===== config.mk =====
export PLATFORM = sky130hd
export DESIGN_NAME = control_sequencer
export DESIGN_NICKNAME = d
export VERILOG_FILES = /design/src/rtl/src_ctrl_pkg.sv /design/src/rtl/ctrl_word_decode.sv /design/src/rtl/control_sequencer.sv
export SDC_FILE = /design/constraint.sdc
export NUM_CORES = 1
export LEC_CHECK = 0
export CAP_MARGIN = 0
export CORE_ASPECT_RATIO = 2
export CORE_UTILIZATION = 32
export CTS_BUF_LIST = sky130_fd_sc_hd__clkbuf_16
export CTS_CLUSTER_DIAMETER = 100
export DETAILED_ROUTE_END_ITERATION = 8
export GPL_TIMING_DRIVEN = 1
export PLACE_DENSITY = 0.83
export SKIP_LAST_GASP = 1
export SYNTH_ARGS = -nofsm -noshare
export SYNTH_HDL_FRONTEND = slang
export SYNTH_SLANG_ARGS = --single-unit
export TNS_END_PERCENT = 50

===== constraint.sdc =====
create_clock -name clk -period 1.53 [get_ports clk]
set_input_delay 0.306 -clock clk [delete_from_list [all_inputs] [get_ports clk]]
set_output_delay 0.306 -clock clk [all_outputs]
set_load 0.05 [all_outputs]

===== src/rtl/src_ctrl_pkg.sv =====
// Shared encodings for the control sequencer: FSM states, opcodes, ALU codes
// and the control word handed from the decoder to the sequencer outputs.
package src_ctrl_pkg;

  typedef enum logic [3:0] {
    S_IDLE,
    S_T0,
    S_T1,
    S_T2,
    S_T3,
    S_T4,
    S_T5,
    S_T6,
    S_T7,
    S_HALTED
  } state_t;

  localparam logic [4:0] OP_LD   = 5'b00000;
  localparam logic [4:0] OP_LDI  = 5'b00001;
  localparam logic [4:0] OP_ST   = 5'b00010;
  localparam logic [4:0] OP_ADD  = 5'b00011;
  localparam logic [4:0] OP_SUB  = 5'b00100;
  localparam logic [4:0] OP_AND  = 5'b00101;
  localparam logic [4:0] OP_OR   = 5'b00110;
  localparam logic [4:0] OP_ADDI = 5'b00111;
  localparam logic [4:0] OP_HALT = 5'b11011;

  localparam logic [3:0] ALU_ADD = 4'd0;
  localparam logic [3:0] ALU_SUB = 4'd1;
  localparam logic [3:0] ALU_AND = 4'd2;
  localparam logic [3:0] ALU_OR  = 4'd3;

  typedef struct packed {
    logic       gra;
    logic       grb;
    logic       grc;
    logic       rin;
    logic       rout;
    logic       baOut;
    logic       pcOut;
    logic       pcIn;
    logic       incPc;
    logic       marIn;
    logic       mdrIn;
    logic       mdrOut;
    logic       irIn;
    logic       yIn;
    logic       zIn;
    logic       zLowOut;
    logic       cOut;
    logic       read;
    logic       write;
    logic [3:0] aluOp;
    logic       run;
  } ctrl_word_t;

  function automatic logic isAluOp(input logic [4:0] op);
    return (op == OP_ADD) || (op == OP_SUB) || (op == OP_AND) || (op == OP_OR);
  endfunction

  function automatic logic isImmOp(input logic [4:0] op);
    return (op == OP_ADDI) || (op == OP_LDI);
  endfunction

  function automatic logic isMemOp(input logic [4:0] op);
    return (op == OP_LD) || (op == OP_ST);
  endfunction

  function automatic logic [3:0] aluFor(input logic [4:0] op);
    case (op)
      OP_SUB:  return ALU_SUB;
      OP_AND:  return ALU_AND;
      OP_OR:   return ALU_OR;
      default: return ALU_ADD;
    endcase
  endfunction

endpackage


===== src/rtl/ctrl_word_decode.sv =====
// Pure combinational decode of (state, latched opcode) into the control word.
module ctrl_word_decode
  import src_ctrl_pkg::*;
(
  input  state_t     state_i,
  input  logic [4:0] opcode_i,
  input  logic       t1Held_i,
  output ctrl_word_t ctrl_o
);

  always_comb begin
    ctrl_o       = '0;
    ctrl_o.aluOp = ALU_ADD;
    ctrl_o.run   = 1'b1;
    case (state_i)
      S_T0: begin
        ctrl_o.pcOut = 1'b1;
        ctrl_o.marIn = 1'b1;
        ctrl_o.incPc = 1'b1;
        ctrl_o.zIn   = 1'b1;
      end
      S_T1: begin
        // PC reload happens once even when the memory wait stretches T1
        ctrl_o.zLowOut = 1'b1;
        ctrl_o.pcIn    = !t1Held_i;
        ctrl_o.read    = 1'b1;
        ctrl_o.mdrIn   = 1'b1;
      end
      S_T2: begin
        ctrl_o.mdrOut = 1'b1;
        ctrl_o.irIn   = 1'b1;
      end
      S_T3: begin
        if (isAluOp(opcode_i) || (opcode_i == OP_ADDI)) begin
          ctrl_o.grb  = 1'b1;
          ctrl_o.rout = 1'b1;
          ctrl_o.yIn  = 1'b1;
        end else if ((opcode_i == OP_LDI) || isMemOp(opcode_i)) begin
          ctrl_o.grb   = 1'b1;
          ctrl_o.baOut = 1'b1;
          ctrl_o.yIn   = 1'b1;
        end
      end
      S_T4: begin
        if (isAluOp(opcode_i)) begin
          ctrl_o.grc   = 1'b1;
          ctrl_o.rout  = 1'b1;
          ctrl_o.zIn   = 1'b1;
          ctrl_o.aluOp = aluFor(opcode_i);
        end else if (isImmOp(opcode_i) || isMemOp(opcode_i)) begin
          ctrl_o.cOut = 1'b1;
          ctrl_o.zIn  = 1'b1;
        end
      end
      S_T5: begin
        if (isAluOp(opcode_i) || isImmOp(opcode_i)) begin
          ctrl_o.zLowOut = 1'b1;
          ctrl_o.gra     = 1'b1;
          ctrl_o.rin     = 1'b1;
        end else if (isMemOp(opcode_i)) begin
          ctrl_o.zLowOut = 1'b1;
          ctrl_o.marIn   = 1'b1;
        end
      end
      S_T6: begin
        if (opcode_i == OP_LD) begin
          ctrl_o.read  = 1'b1;
          ctrl_o.mdrIn = 1'b1;
        end else if (opcode_i == OP_ST) begin
          ctrl_o.gra   = 1'b1;
          ctrl_o.rout  = 1'b1;
          ctrl_o.mdrIn = 1'b1;
        end
      end
      S_T7: begin
        if (opcode_i == OP_LD) begin
          ctrl_o.mdrOut = 1'b1;
          ctrl_o.gra    = 1'b1;
          ctrl_o.rin    = 1'b1;
        end else if (opcode_i == OP_ST) begin
          ctrl_o.write = 1'b1;
        end
      end
      S_HALTED: ctrl_o.run = 1'b0;
      default: ;
    endcase
  end

endmodule


===== src/rtl/control_sequencer.sv =====
// Moore control sequencer: state register, opcode latch and next-state logic;
// the control word itself comes from ctrl_word_decode.
module control_sequencer
  import src_ctrl_pkg::*;
(
  input  logic        clk,
  input  logic        clr,
  input  logic [31:0] IR,
  input  logic        mem_ack,
  input  logic        stop,
  output logic        Gra,
  output logic        Grb,
  output logic        Grc,
  output logic        Rin,
  output logic        Rout,
  output logic        BAout,
  output logic        PCout,
  output logic        PCin,
  output logic        IncPC,
  output logic        MARin,
  output logic        MDRin,
  output logic        MDRout,
  output logic        IRin,
  output logic        Yin,
  output logic        Zin,
  output logic        Zlowout,
  output logic        Cout,
  output logic        Read,
  output logic        Write,
  output logic [3:0]  alu_op,
  output logic        run
);

  state_t     state_q, state_d, finishState;
  logic [4:0] opcode_q, opcode_d;
  logic       t1Held_q, t1Held_d;
  logic [26:0] irUnused;
  ctrl_word_t ctrl;

  assign irUnused = IR[26:0];

  always_ff @(posedge clk or posedge clr) begin
    if (clr) begin
      state_q  <= S_IDLE;
      opcode_q <= OP_LD;
      t1Held_q <= 1'b0;
    end else begin
      state_q  <= state_d;
      opcode_q <= opcode_d;
      t1Held_q <= t1Held_d;
    end
  end

  always_comb begin
    state_d     = state_q;
    opcode_d    = opcode_q;
    finishState = stop ? S_HALTED : S_T0;
    case (state_q)
      S_IDLE: state_d = S_T0;
      S_T0:   state_d = S_T1;
      S_T1:   if (mem_ack) state_d = S_T2;
      S_T2: begin
        state_d  = S_T3;
        opcode_d = IR[31:27];
      end
      S_T3: begin
        if (opcode_q == OP_HALT) state_d = S_HALTED;
        else if (isAluOp(opcode_q) || isImmOp(opcode_q) || isMemOp(opcode_q)) state_d = S_T4;
        else state_d = finishState;
      end
      S_T4:   state_d = S_T5;
      S_T5:   state_d = isMemOp(opcode_q) ? S_T6 : finishState;
      S_T6:   if ((opcode_q == OP_ST) || mem_ack) state_d = S_T7;
      // A store finishes only once its write is acknowledged
      S_T7:   if ((opcode_q != OP_ST) || mem_ack) state_d = finishState;
      S_HALTED: state_d = S_HALTED;
      default: state_d = S_IDLE;
    endcase
    t1Held_d = (state_q == S_T1) && (state_d == S_T1);
  end

  ctrl_word_decode u_decode (
    .state_i  (state_q),
    .opcode_i (opcode_q),
    .t1Held_i (t1Held_q),
    .ctrl_o   (ctrl)
  );

  assign Gra     = ctrl.gra;
  assign Grb     = ctrl.grb;
  assign Grc     = ctrl.grc;
  assign Rin     = ctrl.rin;
  assign Rout    = ctrl.rout;
  assign BAout   = ctrl.baOut;
  assign PCout   = ctrl.pcOut;
  assign PCin    = ctrl.pcIn;
  assign IncPC   = ctrl.incPc;
  assign MARin   = ctrl.marIn;
  assign MDRin   = ctrl.mdrIn;
  assign MDRout  = ctrl.mdrOut;
  assign IRin    = ctrl.irIn;
  assign Yin     = ctrl.yIn;
  assign Zin     = ctrl.zIn;
  assign Zlowout = ctrl.zLowOut;
  assign Cout    = ctrl.cOut;
  assign Read    = ctrl.read;
  assign Write   = ctrl.write;
  assign alu_op  = ctrl.aluOp;
  assign run     = ctrl.run;

endmodule


After elaboration in Yosys (flattened, before gate mapping)
Index checks and enable logic that the tools add are counted.
- output and inout port bits: 24
- bits in registers: 10
- input bits: 36
- logic and storage cells: 83
- multiplexer cells: 45
- reductions and logical operators: 16
- eq/ne operators: 19
- operator list (operator ; count):
    $pmux W4 S10 ; 1
    $mux W4 ; 9
    $mux W1 ; 25
    $eq A5 B3 Y1 const B ; 4
    $eq A4 B3 Y1 const B ; 4
    $pmux W1 S2 ; 7
    $eq A4 B2 Y1 const B ; 3
    $logic_or A1 B1 Y1 ; 12
    $eq A5 B2 Y1 const B ; 2
    $eq A4 B4 Y1 const B ; 2
    $pmux W1 S3 ; 2
    $pmux W2 S3 ; 1
    $eq A5 B1 Y1 const B ; 1
    $eq A5 B5 Y1 const B ; 1
    $logic_not A5 Y1 ; 1
    $ne A5 B2 Y1 const B ; 1
    $eq A4 B1 Y1 const B ; 1
    $logic_not A4 Y1 ; 1
    $logic_and A1 B1 Y1 ; 1
    $logic_not A1 Y1 ; 1

Longest topological paths before layout
- word-level depth: 11
- gate-level depth with buffers: 5
- mapped depth without buffers: 4

Cells and area by module
From an unflattened synthesis, not the netlist that was laid out.
- cells, all modules: 123
- area, all modules: 993.5 µm²
- by module, submodules not included (module ; times used ; sequential area each (µm²) ; cells each ; area an instance (µm²)):
    control_sequencer ; 1 ; 250.2 ; 59 ; 573.0
    ctrl_word_decode ; 1 ; 0.0 ; 64 ; 420.4

Least setup slack after synthesis
OpenSTA, ideal clock, no wires.
- path kind: register to output
- start point: register state_q[2]
- end point: output port BAout
- arrival: 2.452 ns
- path buffers: 1
- stages on the path, launching flop included: 5
- path slack: -1.228 ns
- required time: 1.224 ns
- cell sequence: dfrtp_1 buf_2 nor2b_1 nand3_1 nor4b_1
- word-level cells in the longest chain between the ends: 2
- RTL lines (element ; line ; RTL):
    from (decl) ; control_sequencer.sv:34 ; state_t state_q, state_d, finishState;
    from (signal assigned) ; control_sequencer.sv:48 ; state_q <= state_d;
    $eq A4 B3 Y1 ; ctrl_word_decode.sv:15 ; case (state_i)
    $mux W1 ; ctrl_word_decode.sv:15 ;
    to (decl) ; control_sequencer.sv:16 ; output logic BAout,
No other way between the ends.

Final worst setup path
- start point: register opcode_q[3]
- end point: output port Rout
- word-level cells in the longest chain between the ends: 7
- elaborated cells between the ends (all ways): 16
- RTL lines (element ; line ; RTL):
    from (decl) ; control_sequencer.sv:35 ; logic [4:0] opcode_q, opcode_d;
    from (signal assigned) ; control_sequencer.sv:49 ; opcode_q <= opcode_d;
    $eq A5 B2 Y1 or $eq A5 B3 Y1 (tied branches) ; src_ctrl_pkg.sv:58 ; return (op == OP_ADD) || (op == OP_SUB) || (op == OP_AND) || (op == OP_OR);
    $logic_or A1 B1 Y1 (3 in a row) ; src_ctrl_pkg.sv:58 ;
    $logic_or A1 B1 Y1 ; ctrl_word_decode.sv:34 ; if (isAluOp(opcode_i) || (opcode_i == OP_ADDI)) begin
    $mux W1 ; ctrl_word_decode.sv:34 ;
    $pmux W1 S3 * ; ctrl_word_decode.sv:15 ;
    to (decl) ; control_sequencer.sv:15 ; output logic Rout,
Mark *: on every way between the ends. The rest lies on a longest branch, timed or not.

==> reports/summary.txt <==
status: complete, but fails checks
failing checks: negative setup slack
Critical Path End: Rout
vias per std cell: 5.93
row cnt: 26
routed length per placed instance: 20.9 um
DRT Wirelength: 4.27 mm
fraction of layout cells with a size suffix above 1: 63.6%
GRT overflow: 0
TritonCTS clock tree: done
Worst Setup SP: opcode_q[3]
Initial Utilization: 34.1%
iteration count of the initial detailed-routing pass: 4
DR iter-0 viols: 66
die width: 39.0 um
P&R area growth vs syn: 137%
Sw Ratio: 47.9%
post-synthesis sequential area ratio: 28.6%
pwr/cell area: 2440 nW/um^2
Die ar.: 2960 sq um
# Max-Cap Violations: 0
Fin Hold WS: 370 ps
final setup vio count: 31
filler instances: 138
vias in the first global route: 1,229
nature of the critical path endpoint: output port
largest net degree at the start of global routing: 16
maximum resistive drop on vdd: 1.98 mV
min-delay worst type: input pin to asynchronous set/reset pin
TritonCTS Sinks: 10
sequential power share: 10.5%
LEAKAGE: 0.000830 uW
post-synthesis simple-gate area fraction: 34.0%
DRC errors left: 0
adder-cell share of the synthesized area: 0%
Internal: 2650 uW
area fraction in compound gates after synthesis: 18.3%
Syn Std Cell Area: 876 sq um
core area: 2570 sq um
Fmax: 473 MHz
CP Max Fanout: 7
first-pass GRT wire length: 5.79 mm
post-synthesis mux area share: 7.57%
biggest area consumer among synthesized cells: dfrtp_1
final hold vios: 0
unrepaired setup endpoints after global routing: yes
Worst EP required: 1220 ps
clk slew on worst S/H paths: 40 ps
TNS Setup: -10,860 ps
Post-Synth XOR/XNOR Area: 2.00%
register bit total from synthesis: 10
Comb pwr share: 80.4%
mean post-synth cell area: 7.89 sq um
clock share of power: 9.1%
number of routed nets with antenna violations: 0
Die Y: 76.0 um
EDFF count, synth: 0
fin nets: 214
largest family of logic cells by synthesized area: simple AND/OR/NAND/NOR gates
Setup WS post-layout: -584 ps
Yosys top cell area share: 28.6%
total power: 5080 uW
# hold bufs at CTS: 0
NetSw: 2430 uW
Synth area leaders: dfrtp_1 29%, nor2_1 7.3%, mux2_2 5.1%
Slew Limit Fails: 0
Tmin final: 2110 ps
count of different cell masters after synthesis: 41
Routability Congestion: 0.963
R2R Path End: opcode_q[3]
CP Launch Type: flip-flop
Reg2Reg Depth: 8
Clock Latency Late Sink: 240 ps
Layout Skew: 2.43 ps
HPWL after DPL: 2.60 mm
Ys Warns: 0
Final Util: 80.9%
Num CTS Buffers: 3
worst reg-to-reg setup slack: -350 ps
Post-Synthesis Cells: 111
kind of critical path: flip-flop to output port
R2R Path Start: state_q[0]
period utilization: 138%
vias: 1,210
Post-synth ARST share: 100%
CTS Buffer Depth: 2
CTS H-tree depth: 1
main flop type after synthesis: dfrtp_1
ant diodes: 0
GRT Overall Usage: 27.8%
initial antenna violation count: 0
CTS root buffer: clkbuf_16
I/O Pins: 60
Buffers on Ports: 30
CP Data Arrival Time: 1810 ps
[sequential cells by signal (all words and copies together) (netlist names)]
| name | flops |
|---|---|
| opcode_q | 5 |
| state_q | 4 |
| t1Held_q | 1 |
[worst min path at each step]
| stage | cells after the start | to | from | slack (ps) |
|---|---|---|---|---|
| floorplan | 1 | opcode_q[0] | clr | 150 |
| global placement | 2 | opcode_q[1] | clr | 600 |
| detailed placement | 1 | opcode_q[3] | opcode_q[3] | 610 |
| CTS | 2 | state_q[3] | clr | 380 |
| global route | 2 | state_q[1] | clr | 410 |
| finish | 2 | state_q[3] | clr | 370 |
[critical path, stage by stage, from the launching register on]
cell	delay, ps
dfrtp_2	440
nor4_4	410
buf_6	190
nand2_1	110
a21oi_4	240
buf_12	160
[stage by stage]
step	worst slack, ps	instances	instance area (sq um)
2_1_floorplan	-369	112	1050
3_3_place_gp	-253	193	1760
3_5_place_dp	-292	193	1760
4_1_cts	-503	197	1900
5_1_grt	-616	204	2080
6_report	-584	204	2080
[kinds of logic (layout without fill, tap and decap cells)]
family,count (synthesis),count (layout)
AND/OR/NAND/NOR,54,54
AO/OA/AOI/OAI,24,24
buffers and inverters,14,78
flip-flops,10,10
multiplexers,6,6
XOR/XNOR,2,2
other,1,2
[synthesized netlist by cell type, drive strengths merged (2+ instances only)]
cell	n
nand4	3
mux2	5
nand2	7
a211oi	2
clkbuf	3
buf	9
nand2b	3
dfrtp	10
nor3	7
nand3	6
inv	2
a21oi	8
or2	2
o21ai	3
nor2	17
nor2b	3
a21o	2
[cell type report]
type | instances | area [sq um] | share of cell area [%]
tap | 28 | 35.0 | 1.68
sequential | 10 | 251 | 12.1
clock buffer | 3 | 75.1 | 3.61
inverter | 2 | 10.0 | 0.481
timing repair buffer | 73 | 897 | 43.1
multi-input combinational | 88 | 811 | 39.0
[cell usage in the layout, fill, tap and decap left out, drive strengths merged, types with 2 or more instances in the layout]
cell type,count
clkbuf,3
dfrtp,10
nand3,6
o21ai,3
or2,2
conb,2
nor3,7
buf,65
nand2b,3
clkdlybuf4s50,8
inv,2
a21oi,8
nand4,3
mux2,5
nand2,7
a21o,2
nor2,17
a211oi,2
nor2b,3
[repair_timing]
action,CTS,global route
endpoints found under the setup margin,31,31
resized for setup,12,28
setup buffers,1,8
pin swaps,4,9
[routing by layer]
metal  vias up  global-route usage (%)  wire [um]
met2        68                    46.7       2440
li1        523                       -          -
met3        24                    3.79        202
met1       595                    26.9       1350
met5         -                       0          0
met4         0                    23.1        270
[power by group through the flow]
stage | Clock [uW] | Combinational (uW) | Sequential (uW)
2_1_floorplan | 0 | 1940 | 492
3_3_place_gp | 0 | 3240 | 497
3_5_place_dp | 0 | 3340 | 509
4_1_cts | 467 | 3490 | 511
5_1_grt | 480 | 4230 | 538
6_report | 462 | 4080 | 533
Note: power is estimated with default switching activity, not from simulation.
